<file path="config.mk">
export PLATFORM = sky130hd
export DESIGN_NAME = zero_strip_serializer
export DESIGN_NICKNAME = d
export VERILOG_FILES = /design/src/rtl/zero_strip_serializer.sv
export SDC_FILE = /design/constraint.sdc
export NUM_CORES = 1
export LEC_CHECK = 0
export BUFFER_PORTS_ARGS = -buffer_cell sky130_fd_sc_hd__buf_2
export CAP_MARGIN = 15
export CORE_ASPECT_RATIO = 1.25
export CORE_MARGIN = 4
export CORE_UTILIZATION = 35
export DETAILED_ROUTE_END_ITERATION = 8
export PLACE_DENSITY_LB_ADDON = 0.2
export SETUP_SLACK_MARGIN = 0.15
export SKIP_LAST_GASP = 1
export SLEW_MARGIN = 40
export SYNTH_ARGS = -nofsm -noshare
export SYNTH_HDL_FRONTEND = slang
export SYNTH_SLANG_ARGS = --single-unit
</file>
<file path="constraint.sdc">
create_clock -name Clk -period 1.5 [get_ports Clk]
set_input_delay 0.3 -clock Clk [delete_from_list [all_inputs] [get_ports Clk]]
set_output_delay 0.3 -clock Clk [all_outputs]
set_load 0.005 [all_outputs]
</file>
<file path="src/rtl/zero_strip_serializer.sv">
// Wide-to-narrow serializer: emits a word LSB chunk first and, optionally, stops
// after the highest non-zero chunk so the receiver can zero-fill the rest.
module zero_strip_serializer #(
  parameter int WIDE_WIDTH      = 8,
  parameter int NARROW_WIDTH    = 4,
  parameter bit SKIP_ZERO_UPPER = 1'b1,
  localparam int NUM_BEATS      = WIDE_WIDTH / NARROW_WIDTH,
  localparam int IDXW           = (NUM_BEATS > 1) ? $clog2(NUM_BEATS) : 1
) (
  input  logic                    Clk,
  input  logic                    Reset,
  input  logic [WIDE_WIDTH-1:0]   Data_In,
  input  logic                    In_Valid,
  output logic                    In_Ready,
  output logic [NARROW_WIDTH-1:0] Data_Out,
  output logic                    Out_Valid,
  input  logic                    Out_Ready,
  output logic                    Out_Last,
  output logic [IDXW-1:0]         Beat_Idx
);

  generate
    if ((WIDE_WIDTH % NARROW_WIDTH) != 0 || WIDE_WIDTH <= NARROW_WIDTH) begin : g_bad_params
      $error("zero_strip_serializer: WIDE_WIDTH must be a multiple of and larger than NARROW_WIDTH");
    end
  endgenerate

  typedef enum logic [0:0] {
    IDLE = 1'b0,
    SEND = 1'b1
  } state_t;

  state_t                  state_reg, state_next;
  logic [WIDE_WIDTH-1:0]   word_reg, word_next;
  logic [IDXW-1:0]         beat_idx_reg, beat_idx_next;
  logic [IDXW-1:0]         last_idx_reg, last_idx_next;

  logic [NARROW_WIDTH-1:0] in_chunk   [NUM_BEATS];
  logic [NARROW_WIDTH-1:0] word_chunk [NUM_BEATS];
  logic [NUM_BEATS-1:0]    in_chunk_nz;
  logic [IDXW-1:0]         last_idx_in;

  logic out_valid;
  logic out_last;
  logic in_ready;
  logic in_fire;
  logic beat_fire;

  genvar gi;
  generate
    for (gi = 0; gi < NUM_BEATS; gi++) begin : g_chunk
      assign in_chunk[gi]    = Data_In[gi*NARROW_WIDTH +: NARROW_WIDTH];
      assign word_chunk[gi]  = word_reg[gi*NARROW_WIDTH +: NARROW_WIDTH];
      assign in_chunk_nz[gi] = |in_chunk[gi];
    end
  endgenerate

  // Index of the final beat for the incoming word; an all-zero word still sends chunk 0.
  always_comb begin
    last_idx_in = SKIP_ZERO_UPPER ? '0 : IDXW'(NUM_BEATS - 1);
    if (SKIP_ZERO_UPPER) begin
      for (int i = 0; i < NUM_BEATS; i++) begin
        if (in_chunk_nz[i]) last_idx_in = IDXW'(i);
      end
    end
  end

  always_ff @(posedge Clk) begin
    if (Reset) begin
      state_reg    <= IDLE;
      word_reg     <= '0;
      beat_idx_reg <= '0;
      last_idx_reg <= '0;
    end else begin
      state_reg    <= state_next;
      word_reg     <= word_next;
      beat_idx_reg <= beat_idx_next;
      last_idx_reg <= last_idx_next;
    end
  end

  always_comb begin
    state_next    = state_reg;
    word_next     = word_reg;
    beat_idx_next = beat_idx_reg;
    last_idx_next = last_idx_reg;

    out_valid = (state_reg == SEND);
    out_last  = out_valid && (beat_idx_reg == last_idx_reg);
    beat_fire = out_valid && Out_Ready;
    // Accepting on the last-beat edge lets words stream back to back without a bubble.
    in_ready  = (state_reg == IDLE) || (out_last && Out_Ready);
    in_fire   = In_Valid && in_ready;

    if (in_fire) begin
      state_next    = SEND;
      word_next     = Data_In;
      beat_idx_next = '0;
      last_idx_next = last_idx_in;
    end else if (beat_fire) begin
      if (out_last) begin
        state_next    = IDLE;
        beat_idx_next = '0;
      end else begin
        beat_idx_next = beat_idx_reg + 1'b1;
      end
    end
  end

  assign In_Ready  = in_ready;
  assign Out_Valid = out_valid;
  assign Out_Last  = out_last;
  assign Beat_Idx  = beat_idx_reg;
  assign Data_Out  = out_valid ? word_chunk[beat_idx_reg] : '0;

endmodule

</file>
======== Word level (Yosys, flattened, before mapping) ========
Index checks and enable logic that the tools add are counted.
word-level totals
  flip-flop bits (word level) ............. 11
  latch bits .............................. 0
  bits in writable memories ............... 0
  memory bits (read-only) ................. 0
  input bits .............................. 12
  output and inout port bits .............. 8
  memories kept ........................... 0
cells by class
  add/subtract/negate cells ............... 1
  multiply operators ...................... 0
  divide/modulo/power cells ............... 0
  $lt $le $gt $ge ......................... 1
  equality and inequality tests ........... 1
  shift-type cells ........................ 0
  multiplexer cells ....................... 9
  bitwise logic cells ..................... 2
  reduce and logical (&&, ||, !) cells .... 10
operator list
  kind                   number
  $mux W4                4
  $mux W1                5
  $logic_and A1 B1 Y1    4
  $reduce_bool A2 Y1     2
  $reduce_or A4 Y1       1
  $ge A2 B2 Y1 const B   1
  $not A1 Y2             1
  $reduce_and A2 Y1      1
  $reduce_or A2 Y1       1
  $add A1 B1 Y1 const B  1
  $eq A1 B1 Y1           1
  $logic_or A1 B1 Y1     1
  $not A1 Y1             1

======== Logic depth before layout (Yosys ltp) ========
  depth in word-level cells ............... 7
  gate-level depth with buffers ........... 5

======== Worst setup path before layout ========
Ideal clock, no wire load.
  kind .................................... register to register
  start ................................... reg beat_idx_reg (netlist: Beat_Idx)
  end ..................................... reg last_idx_reg
  data arrival time ....................... 1206 ps
  required time ........................... 1379 ps
  setup slack ............................. 172 ps
  cell stages (with the launch flop) ...... 6
  path buffers ............................ 2
  cell sequence ........................... dfxtp_1 > buf_6 > xor2_2 > o22ai_1 > buf_6 > mux2_4
between the ends
  cells in the longest elaborated chain, start to end .. 5
RTL lines
  item                    line  source
  start, declared         35    logic [IDXW-1:0] beat_idx_reg, beat_idx_next;
  start signal, assigned  77    beat_idx_reg <= beat_idx_next;
  $eq A1 B1 Y1            89    out_last = out_valid && (beat_idx_reg == last_idx_reg);
  $logic_and A1 B1 Y1     89
  $logic_and A1 B1 Y1     92    in_ready = (state_reg == IDLE) || (out_last && Out_Ready);
  $logic_or A1 B1 Y1      92
  $logic_and A1 B1 Y1     93    in_fire = In_Valid && in_ready;
  end signal, assigned    78    last_idx_reg <= last_idx_next;
  end, declared           36    logic [IDXW-1:0] last_idx_reg, last_idx_next;
Every way passes these cells.
A chain may end at the register's enable or synchronous reset.

======== Final worst setup path ========
  start ................................... reg beat_idx_reg (netlist: Beat_Idx)
  end ..................................... out Data_Out[2]
between the ends
  cells in the longest elaborated chain, start to end .. 5
RTL lines
  item                                        line  source
  $not A1 Y2 (implied by the code)            114   assign Data_Out = out_valid ? word_chunk[beat_idx_reg] : '0;
  $mux W4 (implied by the code) (3 in a row)  114
  $mux W4                                     114
  end, declared                               15    output logic [NARROW_WIDTH-1:0] Data_Out,
Every way passes these cells. The select of a mux whose other input is x is not followed.

==> results_dict.tcl <==
set metrics [dict create \
    dp_cells 102 \
    gp_congestion 0.828 \
    io_pins 20 \
    cp-start-kind "flop" \
    insertion_delay_ps 260 \
    grt_overflow 0 \
    crit_type "flop to output port" \
    core_area_um2 1600 \
    die-area_um2 2440 \
    hold_class "input port to flop" \
    post_synth_instance_area_um2 598 \
    fin_cells 107 \
    final_cell_mix "buf_2 (19), nand2b_1 (16), mux2i_1 (12)" \
    grt_pass1_wl_mm 1.91 \
    synthAdderAreaFrac_pct 0 \
    synthSimpleGateAreaFrac_pct 26.6 \
    largest_reg_flops 8 \
    first_pass_iters 3 \
    vias_per_cell 4.64 \
    hold_slack_ps 286 \
    synth_top_family_by_area "simple AND/OR/NAND/NOR gates" \
    die_x_um 45.0 \
    setup_viol 0 \
    slew_headroom_pct 83.0 \
    clk_pin_slew_ps 70 \
    final_common_cell "buf_2" \
    nNetsFinal 102 \
    crit_chain "buf_8 -> mux2i_1 -> nor2_1 -> buf_2" \
    cpMaxStageDelayCell "dfxtp_4" \
    grt_max_degree 17 \
    die_y_um 54.2 \
    dp.final_hpwl_um 832 \
    status "complete, no violations" \
    synth_area_per_cell_um2 9.20 \
    grt_usage_pct 10.9 \
    dpl-instance-area_um2 716 \
    synth-xor-area-share_pct 2.72 \
    drv_slew 0 \
    leakagePower_nw 0.355 \
    ys_top_cells_by_area "dfxtp_1 (37%), mux2i_1 (20%), nand2b_1 (17%)" \
    start_util_pct 37.3 \
    cts_max_path_buffers 2 \
    syn_inst 65 \
    drc 0 \
    worst_pin_slew_ps 253 \
    num_vias 496 \
    drt_wl_total_mm 1.16 \
    fmax_ghz 0.706 \
    synth_cell_types 17 \
    setup_tns_ps 0 \
    portBuffers 19 \
    cellPowerDensity_nw_per_um2 872 \
    synth_nets 77 \
    synthMuxAreaShare_pct 22.6 \
    stdcell_area_um2 766 \
    ys_ff_latch 11 \
    cp_slowest_stage_delay_ps 370 \
    synth_compound_area_share_pct 4.39 \
    worstPathRequired_ps 1200 \
    yosysTopAreaCell "dfxtp_1" \
    drive_above_1_share_pct 36.0 \
    n_antenna_cell 0 \
    period_needed_ps 1420 \
    hold_buffers 0 \
    cts_root_buf "clkbuf_4" \
    rows 16 \
    ant_nets 0 \
    crit_arrival_ps 1120 \
    yosys.area.top_type_share_pct 36.8 \
    end_kind "output port" \
    drtIter0Drc 5 \
    wl_per_cell_um 10.9 \
    area_delta_synth_final_pct 28.0 \
    grt_pass1_vias 493 \
    post-route-period-util_pct 94.5 \
    clock-sinks 11 \
    rsz0062_at_grt "true" \
    cts.htree.levels 1 \
    ys.warnings.count 0 \
    antenna_found_initial 0 \
    crit_fanout 8 \
    ir_drop_mv 0.392 \
    cts_tree "built" \
    cts_made_buffers 3 \
    skew_ps 4.54 \
    synth.yosys.seq_area_share_pct 36.8 \
    hold_viol 0 \
    maxCapViolCount 0 \
]
[final cells by class]
cell class | count | area, um2
inverter | 3 | 11.3
multi-input combinational | 47 | 340
clock buffer | 4 | 26.3
fill | 175 | 836
sequential | 11 | 225
timing repair buffer | 24 | 140
tap | 18 | 22.5
[cell usage after synthesis]
master	number
a21oi_1	2
and3b_1	1
buf_6	2
clkbuf_1	2
dfxtp_1	11
inv_1	3
mux2_4	1
mux2i_1	12
nand2_1	1
nand2b_1	16
nand3_1	1
nor2_1	6
nor2b_1	2
nor4_1	1
o21ai_0	2
o22ai_1	1
xor2_2	1
[worst paths after layout]
| kind | start | end | slack [ps] | cells past startpoint |
|---|---|---|---|---|
| setup / recovery | Beat_Idx | Data_Out[2] | 80 | 4 |
| setup reg to reg | last_idx_reg | last_idx_reg | 240 | 4 |
| hold / removal | Data_In[3] | word_reg[3] | 290 | 3 |
| hold reg to reg | word_reg[5] | word_reg[5] | 470 | 2 |
[critical path, delay by kind of cell (launching register included)]
kind | cells | cell delay [ps]
flip-flops | 1 | 370
buffers and inverters | 2 | 260
multiplexers | 1 | 180
AND/OR/NAND/NOR | 1 | 60
[metrics by stage]
stage                     power, mW  setup WS, ps  util, %
after global placement        0.466           266     44.7
after detailed placement      0.466           242     44.7
final                         0.668          83.2     47.8
after CTS                     0.673          59.1     47.2
after global routing          0.709          11.2     47.8
after floorplan               0.423           172        -
[repair_timing]
action	in CTS	in global routing
setup endpoints to repair	5	6
pin swaps	1	2
setup buffers	1	0
gates cloned	0	0
resized for setup	4	3
[kinds of logic (layout without fill, tap and decap cells)]
family                 Yosys count  in the layout
AND/OR/NAND/NOR                 28             28
buffers and inverters            7             31
flip-flops                      11             11
AO/OA/AOI/OAI                    5              5
multiplexers                    13             13
XOR/XNOR                         1              1
[routing by layer]
layer  wire (um)  track usage [%]
met1         537             13.7
met2         498             15.8
met3          97             1.97
met4          31             9.27
met5           0                0
[report_power, final]
part	leakage (nW)	switching, mW	total (mW)	internal [mW]
clock network	0.0150	0.0976	0.200	0.103
logic	0.248	0.0606	0.138	0.0772
registers	0.0918	0.0148	0.330	0.315
Note: power is estimated with default switching activity, not from simulation.
